File: src/rtl/bus_pkg.sv
// rtl/bus_pkg.sv - shared types and constants for the bus1ton splitter
package bus_pkg;

    localparam int BUS_AW = 32;
    localparam int BUS_DW = 32;
    localparam int BUS_SW = 4;

    localparam logic [BUS_DW-1:0] ERR_RDATA_DEFAULT = 32'hDEAD_BEEF;

    typedef enum logic [1:0] {
        IDLE   = 2'd0,
        ACCESS = 2'd1,
        RESP   = 2'd2
    } bus_state_e;

endpackage

File: src/rtl/bus_addr_decoder.sv
// rtl/bus_addr_decoder.sv - base/mask window decoder, lowest index wins
module bus_addr_decoder
    import bus_pkg::*;
#(
    parameter int                         N_SLAVES = 4,
    parameter logic [N_SLAVES*BUS_AW-1:0] S_BASE   = {32'h3000_0000, 32'h2000_0000,
                                                      32'h1000_0000, 32'h0000_0000},
    parameter logic [N_SLAVES*BUS_AW-1:0] S_MASK   = {4{32'hF000_0000}},
    localparam int                        SEL_W    = (N_SLAVES > 1) ? $clog2(N_SLAVES) : 1
) (
    input  logic [BUS_AW-1:0] addr_i,
    output logic              hit_o,
    output logic [SEL_W-1:0]  sel_o
);

    // Scan from the top index down so the lowest matching window is the last assignment.
    always_comb begin
        hit_o = 1'b0;
        sel_o = '0;
        for (int i = N_SLAVES - 1; i >= 0; i--) begin
            if ((addr_i & S_MASK[BUS_AW*i +: BUS_AW]) == S_BASE[BUS_AW*i +: BUS_AW]) begin
                hit_o = 1'b1;
                sel_o = SEL_W'(i);
            end
        end
    end

endmodule

File: src/rtl/bus1ton.sv
// rtl/bus1ton.sv - registered 1-to-N valid/ready bus splitter with error responses
module bus1ton
    import bus_pkg::*;
#(
    parameter int                         N_SLAVES  = 4,
    parameter logic [N_SLAVES*BUS_AW-1:0] S_BASE    = {32'h3000_0000, 32'h2000_0000,
                                                       32'h1000_0000, 32'h0000_0000},
    parameter logic [N_SLAVES*BUS_AW-1:0] S_MASK    = {4{32'hF000_0000}},
    parameter int                         TIMEOUT   = 255,
    parameter logic [BUS_DW-1:0]          ERR_RDATA = ERR_RDATA_DEFAULT
) (
    input  logic                       clk,
    input  logic                       rst,
    input  logic                       m_valid,
    output logic                       m_ready,
    input  logic [BUS_AW-1:0]          m_addr,
    input  logic [BUS_DW-1:0]          m_wdata,
    input  logic [BUS_SW-1:0]          m_wstrb,
    output logic [BUS_DW-1:0]          m_rdata,
    output logic                       m_err,
    output logic [N_SLAVES-1:0]        s_valid,
    input  logic [N_SLAVES-1:0]        s_ready,
    output logic [BUS_AW-1:0]          s_addr,
    output logic [BUS_DW-1:0]          s_wdata,
    output logic [BUS_SW-1:0]          s_wstrb,
    input  logic [N_SLAVES*BUS_DW-1:0] s_rdata
);

    localparam int SEL_W = (N_SLAVES > 1) ? $clog2(N_SLAVES) : 1;
    // A zero TIMEOUT still needs a legal one-bit counter; it just never fires.
    localparam int CNT_W = (TIMEOUT > 0) ? $clog2(TIMEOUT + 1) : 1;
    localparam logic [CNT_W-1:0] CNT_MAX = '1;
    localparam logic [CNT_W-1:0] TO_LAST = CNT_W'(TIMEOUT - 1);

    bus_state_e         state_q, state_d;
    logic [SEL_W-1:0]   sel_q, sel_d;
    logic [CNT_W-1:0]   cnt_q, cnt_d;
    logic [BUS_AW-1:0]  s_addr_q, s_addr_d;
    logic [BUS_DW-1:0]  s_wdata_q, s_wdata_d;
    logic [BUS_SW-1:0]  s_wstrb_q, s_wstrb_d;
    logic [BUS_DW-1:0]  m_rdata_q, m_rdata_d;
    logic               m_err_q, m_err_d;

    logic               dec_hit;
    logic [SEL_W-1:0]   dec_sel;
    logic [BUS_DW-1:0]  rdata_arr [N_SLAVES];

    bus_addr_decoder #(
        .N_SLAVES (N_SLAVES),
        .S_BASE   (S_BASE),
        .S_MASK   (S_MASK)
    ) u_dec (
        .addr_i (m_addr),
        .hit_o  (dec_hit),
        .sel_o  (dec_sel)
    );

    for (genvar g = 0; g < N_SLAVES; g++) begin : g_rdata
        assign rdata_arr[g] = s_rdata[BUS_DW*g +: BUS_DW];
    end

    // Next-state: accept in IDLE, wait for the selected slave or the timeout, pulse the response.
    always_comb begin
        state_d   = state_q;
        sel_d     = sel_q;
        cnt_d     = cnt_q;
        s_addr_d  = s_addr_q;
        s_wdata_d = s_wdata_q;
        s_wstrb_d = s_wstrb_q;
        m_rdata_d = m_rdata_q;
        m_err_d   = m_err_q;
        case (state_q)
            IDLE: begin
                if (m_valid) begin
                    if (dec_hit) begin
                        s_addr_d  = m_addr;
                        s_wdata_d = m_wdata;
                        s_wstrb_d = m_wstrb;
                        sel_d     = dec_sel;
                        cnt_d     = '0;
                        state_d   = ACCESS;
                    end else begin
                        m_rdata_d = ERR_RDATA;
                        m_err_d   = 1'b1;
                        state_d   = RESP;
                    end
                end
            end
            ACCESS: begin
                if (cnt_q != CNT_MAX) begin
                    cnt_d = cnt_q + CNT_W'(1);
                end
                // Ready is checked first so a ready arriving on the timeout cycle still completes normally.
                if (s_ready[sel_q]) begin
                    m_rdata_d = rdata_arr[sel_q];
                    m_err_d   = 1'b0;
                    state_d   = RESP;
                end else if ((TIMEOUT != 0) && (cnt_q == TO_LAST)) begin
                    m_rdata_d = ERR_RDATA;
                    m_err_d   = 1'b1;
                    state_d   = RESP;
                end
            end
            RESP: begin
                state_d = IDLE;
            end
            default: begin
                state_d = IDLE;
            end
        endcase
    end

    // State and data registers; reset abandons any transaction in flight.
    always_ff @(posedge clk or posedge rst) begin
        if (rst) begin
            state_q   <= IDLE;
            sel_q     <= '0;
            cnt_q     <= '0;
            s_addr_q  <= '0;
            s_wdata_q <= '0;
            s_wstrb_q <= '0;
            m_rdata_q <= '0;
            m_err_q   <= 1'b0;
        end else begin
            state_q   <= state_d;
            sel_q     <= sel_d;
            cnt_q     <= cnt_d;
            s_addr_q  <= s_addr_d;
            s_wdata_q <= s_wdata_d;
            s_wstrb_q <= s_wstrb_d;
            m_rdata_q <= m_rdata_d;
            m_err_q   <= m_err_d;
        end
    end

    assign s_valid = (state_q == ACCESS) ? (N_SLAVES'(1) << sel_q) : '0;
    assign m_ready = (state_q == RESP);
    assign s_addr  = s_addr_q;
    assign s_wdata = s_wdata_q;
    assign s_wstrb = s_wstrb_q;
    assign m_rdata = m_rdata_q;
    assign m_err   = m_err_q;

endmodule

File: config.mk
export PLATFORM = sky130hd
export DESIGN_NAME = bus1ton
export DESIGN_NICKNAME = d
export VERILOG_FILES = /design/src/rtl/bus_pkg.sv /design/src/rtl/bus_addr_decoder.sv /design/src/rtl/bus1ton.sv
export SDC_FILE = /design/constraint.sdc
export NUM_CORES = 1
export LEC_CHECK = 0
export CAP_MARGIN = 20
export CORE_MARGIN = 4
export CORE_UTILIZATION = 38
export DETAILED_ROUTE_END_ITERATION = 6
export HOLD_SLACK_MARGIN = 0.06
export PLACE_DENSITY_LB_ADDON = 0.25
export SYNTH_ARGS = -nofsm -noshare
export SYNTH_HDL_FRONTEND = slang
export SYNTH_SLANG_ARGS = --single-unit
File: constraint.sdc
create_clock -name clk -period 4.8 [get_ports clk]
set_input_delay 0.96 -clock clk [delete_from_list [all_inputs] [get_ports clk]]
set_output_delay 0.96 -clock clk [all_outputs]
set_load 0.1 [all_outputs]
# Word level (Yosys, flattened, before mapping)
# Index checks and enable logic that the tools add are counted.
[word_totals]
ff_bits = 113
in_bits = 203
output_inout_bits = 106
word_cells = 65
[op_classes]
addsub = 1
n_lt_le_gt_ge = 2
eq_ne = 12
n_shift = 1
muxes = 33
bitwise = 1
n_reduce_logical = 7
[op_table]
columns = ["cell", "n"]
rows = [
  ["32-bit two-way mux", 6],
  ["32-bit binary-select mux with 2-bit select", 1],
  ["32-bit one-hot mux with 2 select lines", 1],
  ["32-bit logical NOT", 1],
  ["8-bit two-way mux", 3],
  ["2-bit two-way mux", 8],
  ["8-bit one-hot mux with 2 select lines", 1],
  ["1-bit two-way mux", 9],
  ["8-bit by 1-bit adder with 8-bit output (second input constant)", 1],
  ["4-bit by 2-bit equality test with 1-bit output (second input constant)", 2],
  ["8-bit equality test (second input constant)", 1],
  ["2-bit inequality test (second input constant)", 4],
  ["8-bit inequality test (second input constant)", 1],
  ["4-bit AND reduction", 2],
  ["4-bit by 1-bit equality test with 1-bit output (second input constant)", 1],
  ["4-bit two-way mux", 1],
  ["2-bit one-hot mux with 2 select lines", 1],
  ["1-bit by 2-bit left shift with 4-bit output (first input constant)", 1],
  ["3-bit >= comparator (second input constant)", 1],
  ["2-bit by 3-bit less-than comparator with 1-bit output (second input constant)", 1],
  ["3-bit inequality test (second input constant)", 1],
  ["2-bit NOT with 3-bit output", 1],
  ["3-bit AND reduction", 1],
  ["1-bit binary-select mux with 2-bit select", 1],
  ["6 further kinds", 6],
]

# Logic depth before layout (Yosys ltp)
# Gate-level depths: netlist of run 1.
[logic_depth]
depth_word = 8
depth_mapped = 8
depth_no_buf = 6

# Hierarchy
# Synthesis of run 1 repeated with hierarchy kept, for this count alone.
[hier_totals]
cells_unflattened = 485
hier_area_um2 = 5167.5
[by_module_without_submodules]
columns = ["module", "n_inst", "cells_each", "area_each_um2", "seq_area_each_um2"]
rows = [
  ["bus1ton", 1, 482, 5148.7, 2827.7],
  ["bus_addr_decoder", 1, 3, 18.8, 0.0],
]

# Worst setup path before layout of run 1
# Ideal clock, no wire load.
[synth_path]
path_type = "register -> output"
start = "register sel_q[0]"
end = "output port s_valid[1]"
arrival_ns = 3.281
required_ns = 3.840
setup_slack_ns = 0.559
path_stages_with_launch = 4
path_buffers = 2
path_cell_list = "dfrtp_1 > buf_2 > buf_1 > nor3b_1"
[synth_via]
elab_chain_cells = 2
[synth_lines]
columns = ["item", "line_no", "rtl"]
rows = [
  ["start, declared", "bus1ton.sv:36", "logic [SEL_W-1:0] sel_q, sel_d;"],
  ["start signal, assigned", "bus1ton.sv:126", "sel_q <= sel_d;"],
  ["1-bit by 2-bit left shift with 4-bit output", "bus1ton.sv:136", "assign s_valid = (state_q == ACCESS) ? (N_SLAVES'(1) << sel_q) : '0;"],
  ["4-bit two-way mux", "bus1ton.sv:136", ""],
  ["end, declared", "bus1ton.sv:21", "output logic [N_SLAVES-1:0] s_valid,"],
]
# Every way passes these cells.

# Final worst setup path of run 1
[layout_path]
start = "register state_q[1]"
end = "output port s_valid[1]"
[layout_via]
elab_chain_cells = 2
[layout_lines]
columns = ["item", "line_no", "rtl"]
rows = [
  ["start, declared", "bus1ton.sv:35", "bus_state_e state_q, state_d;"],
  ["start signal, assigned", "bus1ton.sv:125", "state_q <= state_d;"],
  ["2-bit by 1-bit equality test with 1-bit output", "bus1ton.sv:136", ""],
  ["4-bit two-way mux", "bus1ton.sv:136", ""],
]
# Every way passes these cells.

==> flow_summary_export.csv, run 1 <==
group,metric,value,unit
die,start_util,0.389,
cts,clkTransAtPathRegs,0.06,ns
routing,routed_wl,17.4,mm
synthesis,synth-seq-area-share,0.547,
min_path,whs_endpoint,"s_wdata[3]",
cts,clock-sinks,113,
sta,fmax,288,MHz
worst_setup_path,critPathSlowestCell,"clkdlybuf4s50_1",
die,num_rows,42,
die,ios,309,
placement,place_ws,1.40,ns
sta,whs,0.470,ns
cts,cts.path.max_buffers,2,
routing,vias,4912,
placement,place_inst,937,
synthesis,ys_ff_latch,113,
flow_run,cap_violations,0,
status,run_status,"finished, final reports clean",
cts,tritoncts,"yes",
synthesis,yosys.cell_types.count,38,
synthesis,synth_common_cells,"nand2_1, dfrtp_1, mux4_2, o22a_1, clkbuf_1",
sta,setup_viol,0,
global_routing,grt_max_degree,70,
synthesis,synth_area_leaders,"dfrtp_1, nand2_1, mux4_2",
cts,clk_latency,0.40,ns
synthesis,synthCells,478,
min_path,hp-start,"s_wdata[3]",
finish,layout-drive-gt1-share,0.0984,
sta,max_slew_margin,0.295,
die,die_w,125,um
cts,cts_resized,0,
finish,fin_cells,969,
synthesis,ys_warn_count,0,
synthesis,netlist_area,5170,sq um
worst_setup_path,worstReg2RegEnd,"m_rdata[27]",
min_path,hold_depth,2,
sta,grt_setup_unrepaired,"no",
synthesis,synthArstFlopShare,1.00,
synthesis,yosysTopAreaCell,"dfrtp_1",
worst_setup_path,cpPeakStageDelay,1.17,ns
cts,hold_buffers,0,
worst_setup_path,worstSetupEndpointType,"output pin",
routing,wl_per_cell,18.0,um
routing,drt_iter0_drc,215,
routing,avgViaCountPerCell,5.07,
sta,fin_setup_tns,0,ns
worst_setup_path,crit_chain,"nand2b_1 -> nor3b_1 -> clkdlybuf4s50_1",
worst_setup_path,reg2reg_slack,2.44,ns
power_and_ir_drop,pwr_density_cell,648,nW/um^2
min_path,hp-class,"register to register",
finish,area_growth,73.6,%
placement,dp_hpwl,13.4,mm
global_routing,grtUsageTotal,0.226,
die,die_y,125,um
finish,final_nets,985,
synthesis,yosys_most_used_dff,"dfrtp_1",
routing,first_pass_iters,4,
worst_setup_path,startpoint_type,"register",
synthesis,synth_most_common_cell,"nand2_1",
global_routing,overflow,0,
synthesis,syn_avg_cell_area,10.8,sq um
sta,period_minus_slack,3.47,ns
power_and_ir_drop,ir_drop,0.447,mV
synthesis,syn_nets,683,
global_routing,grt_pass1_wl,28.1,mm
finish,n_fill_cell,996,
worst_setup_path,cp.required,3.84,ns
die,core-area,13300,sq um
sta,skew,0.0125,ns
sta,finalCritPeriodShare,0.724,
routing,ant_nets,0,
routing,drc,0,
worst_setup_path,worst_ep_arrival_time,2.51,ns
sta,hold_viol_final,0,
worst_setup_path,cp_max_fo,7,
worst_setup_path,path_class,"register to output pin",
finish,num_antenna_cells,0,
synthesis,synth_enable_flop_cells,0,
placement,io_buffers,308,
synthesis,synth_top_cell_area_share,0.547,
placement,gp_congestion,0.938,
sta,report.final.slew_viol_count,0,
global_routing,grt_pass1_vias,5256,
cts,cts_buffers,17,
power_and_ir_drop,leakage,3.85,nW
worst_setup_path,r2r_cells,5,
cts,post_cts_buffers,0,
sta,setup_ws,1.33,ns
cts,cts-root-buf,"clkbuf_16",
die,design.die.area,15500,sq um
cts,h-tree-depth,4,
worst_setup_path,r2r-start,"sel_q[0]",
sta,worstMarginPinSlew,1.05,ns
global_routing,antenna_found_initial,0,
## flip-flops by register name (all words and copies together) (netlist names)
name and flops:
s_addr 32, state_q 2, m_rdata 32, s_wstrb 4
cnt_q 8, sel_q 2, m_err 1, s_wdata 32
## report_power, final
| part | total (mW) | internal, mW | switching (mW) |
|---|---|---|---|
| sequential | 1.39 | 1.22 | 0.176 |
| combinational | 3.20 | 0.865 | 2.33 |
| clock | 1.23 | 0.771 | 0.456 |
| total | 5.82 | 2.85 | 2.96 |
## kinds of logic after synthesis
| family | after synthesis | synth area share |
|---|---|---|
| AOI/OAI and AO/OA | 51 | 0.0794 |
| xor gates and xnor gates | 1 | 0.00169 |
| adders and majority gates | 2 | 0.00484 |
| buffers and inverters | 34 | 0.0281 |
| DFF | 113 | 0.547 |
| muxes | 34 | 0.146 |
| and+or+nand+nor | 243 | 0.194 |
## worst max path at each step
stage | from | to | slack (ns)
CTS | state_q[1] | s_valid[1] | 1.32
global placement | s_ready[2] | m_rdata[18] | 1.57
global route | state_q[1] | s_valid[1] | 1.24
floorplan | sel_q[0] | s_valid[1] | 0.56
finish | state_q[1] | s_valid[1] | 1.33
detailed placement | s_ready[2] | m_rdata[19] | 1.40
## stage by stage
stage               area, sq um   util  total power, mW
finish                     8980  0.675             5.82
global route               8980  0.675             6.04
CTS                        8980  0.675             5.87
detailed placement         8390  0.631             4.62
global placement           8390  0.631             4.58
floorplan                  5170      -             3.75
## layer usage
layer | share of wire | track usage | up-vias
met5 | 0 | 0 | -
met1 | 0.38 | 0.256 | 2435
li1 | - | - | 2254
met2 | 0.52 | 0.398 | 211
met3 | 0.086 | 0.0866 | 12
met4 | 0.011 | 0.0619 | 0
## layout make-up
class	count	area [sq um]	area share
clock buffers	18	429	0.0478
clock inverters	14	158	0.0176
well taps	176	220	0.0245
flip-flops and latches	113	2830	0.315
multi-input cells	331	2200	0.245
repair buffers	314	3130	0.348
inverters	3	13.8	0.00153
## critical path, delay by kind of cell (launching register included)
family | cells | cell delay, ns
AND/OR/NAND/NOR | 2 | 0.50
buffers and inverters | 1 | 1.17
flip-flops | 1 | 0.45
## placed cells by master, fill, tap and decap left out, drive strengths merged, types with 2 or more instances in the layout
cell,instances
nor2,5
nor3b,2
dfrtp,113
nand4,4
clkinvlp,3
ha,2
and3,2
a22o,9
nand3,4
clkdlybuf4s50,307
nand2,208
o22a,24
buf,7
clkinv,6
mux4,33
nand2b,3
and2,6
clkbuf,18
o31ai,5
inv,6
o21ai,3
bufinv,2
or4,3
o21a,2
a21oi,4
Power figures use the tool's default switching activity.
==> run 2: changes to the inputs <==
Clock period 4.8 ns to 3.57 ns, I/O delays scaled along.
==> run 2 against run 1 <==
  * Count of clock-buffer cells in the layout is 3 higher
  * Register-to-register slack worse by 1.3 ns
  * Sequential power is 35% higher
  * Design area is 1.4% higher
  * Flip-flop and latch count stayed put
  * Die area stayed put
  * Critical path type unchanged
  * Total power is 40% higher
==> flow_summary_export.csv, run 2 (synthesis gave the netlist of run 1 again) <==
group,metric,value,unit
status,run_status,"finished, final reports clean",
finish,layout-drive-gt1-share,0.111,
sta,max_slew_margin,0.300,
power_and_ir_drop,ir_drop,0.627,mV
cts,cts_buffers,17,
finish,multi_input_area,2210,sq um
finish,area_growth,76.0,%
power_and_ir_drop,power_switching,3.96,mW
die,design.die.area,15500,sq um
min_path,hp-class,"register to register",
global_routing,grtUsageTotal,0.230,
die,core-area,13300,sq um
cts,cts.path.max_buffers,2,
finish,final_common_cell,"clkdlybuf4s50_1",
die,num_rows,42,
power_and_ir_drop,clkPwrFrac,0.239,
die,die_y,125,um
global_routing,antenna_found_initial,0,
cts,clock-sinks,113,
routing,avgViaCountPerCell,5.08,
global_routing,grt_max_degree,61,
sta,whs,0.470,ns
worst_setup_path,cp_max_fo,2,
routing,drt_iter0_drc,254,
global_routing,grt_pass1_vias,5259,
flow_run,cap_violations,0,
power_and_ir_drop,intPower,4.18,mW
sta,report.final.slew_viol_count,0,
finish,final_nets,986,
cts,clk_latency,0.41,ns
worst_setup_path,cp.required,2.86,ns
worst_setup_path,startpoint_type,"register",
finish,num_antenna_cells,0,
placement,dp_hpwl,13.9,mm
worst_setup_path,cpPeakStageDelay,1.17,ns
finish,utilization,0.685,
power_and_ir_drop,pwr_density_cell,895,nW/um^2
global_routing,met2_usage,0.407,
cts,cts_resized,0,
power_and_ir_drop,total_power,8.14,mW
worst_setup_path,critPathSlowestCell,"clkdlybuf4s50_1",
die,die_w,125,um
global_routing,met3_usage,0.0823,
sta,fin_setup_tns,0,ns
routing,drc,0,
placement,io_buffers,308,
sta,fmax,372,MHz
power_and_ir_drop,switching_share,0.487,
routing,routed_wl,18.0,mm
worst_setup_path,crit_buf_inv,1,
cts,post_cts_buffers,0,
sta,skew,0.0133,ns
placement,gp_congestion,0.863,
worst_setup_path,crit_chain,"clkdlybuf4s50_1",
sta,hold_viol_final,0,
routing,ant_nets,0,
cts,clkTransAtPathRegs,0.06,ns
cts,hold_buffers,0,
routing,wl_per_cell,18.6,um
finish,final_cell_mix,"clkdlybuf4s50_1, nand2_1, dfrtp_1, mux4_2, o22a_1",
worst_setup_path,worst_ep_arrival_time,1.97,ns
power_and_ir_drop,combPwrFrac,0.530,
cts,cts-root-buf,"clkbuf_16",
sta,finalCritPeriodShare,0.752,
cts,h-tree-depth,4,
global_routing,use_met1,0.252,
finish,n_fill_cell,974,
cts,tritoncts,"yes",
sta,setup_viol,0,
global_routing,overflow,0,
worst_setup_path,worstSetupEndpointType,"output pin",
power_and_ir_drop,leakage,3.94,nW
finish,final-seq-area,2830,sq um
routing,first_pass_iters,4,
die,start_util,0.389,
routing,vias,4920,
die,ios,309,
sta,worstMarginPinSlew,1.05,ns
global_routing,grt_pass1_wl,28.1,mm
power_and_ir_drop,p_seq_frac,0.231,
global_routing,grt-busiest-layer,"met2",
sta,grt_setup_unrepaired,"no",
worst_setup_path,cpLargestDelayFamily,"buffers and inverters",
sta,period_minus_slack,2.69,ns
worst_setup_path,path_class,"register to output pin",
==> run 2: worst paths after layout <==
check | start | end | slack (ns) | cells past startpoint
min | s_addr[3] | s_addr[3] | 0.47 | 2
max | m_rdata[15] | m_rdata[15] | 0.88 | 1
max in group asynchronous | rst | sel_q[0] | 2.04 | 3
min in group asynchronous | rst | m_rdata[18] | 0.71 | 2
max reg2reg | sel_q[0] | m_rdata[9] | 1.10 | 5
min reg2reg | s_addr[3] | s_addr[3] | 0.47 | 2
==> run 2: power groups by stage <==
stage / sequential [mW] / combinational, mW / clock [mW]
2_1_floorplan: 4.23 / 0.818 / 0
3_3_place_gp: 1.88 / 4.30 / 0
3_5_place_dp: 1.90 / 4.33 / 0
4_1_cts: 1.88 / 4.34 / 1.97
5_1_grt: 1.93 / 4.46 / 2.03
6_report: 1.88 / 4.32 / 1.94
==> run 2: layout make-up <==
cell class	count	share of cell area
inverter	3	0.00165
tap	176	0.0242
sequential	113	0.311
clock buffer	21	0.0528
multi-input combinational	331	0.243
clock inverter	10	0.0224
timing repair buffer	315	0.345
==> run 2: layer usage <==
layer	vias up	wire (um)	share of wire
met5	-	0	0
met4	0	526	0.029
met3	40	1420	0.079
met2	204	9460	0.53
met1	2424	6610	0.37
li1	2252	-	-
==> run 2: through the flow <==
step,instance area [sq um],worst slack (ns),std cells
finish,9100,0.884,969
global route,9100,0.850,969
CTS,9100,0.867,969
detailed placement,8420,0.576,938
global placement,8420,0.644,938
floorplan,5180,0.522,478
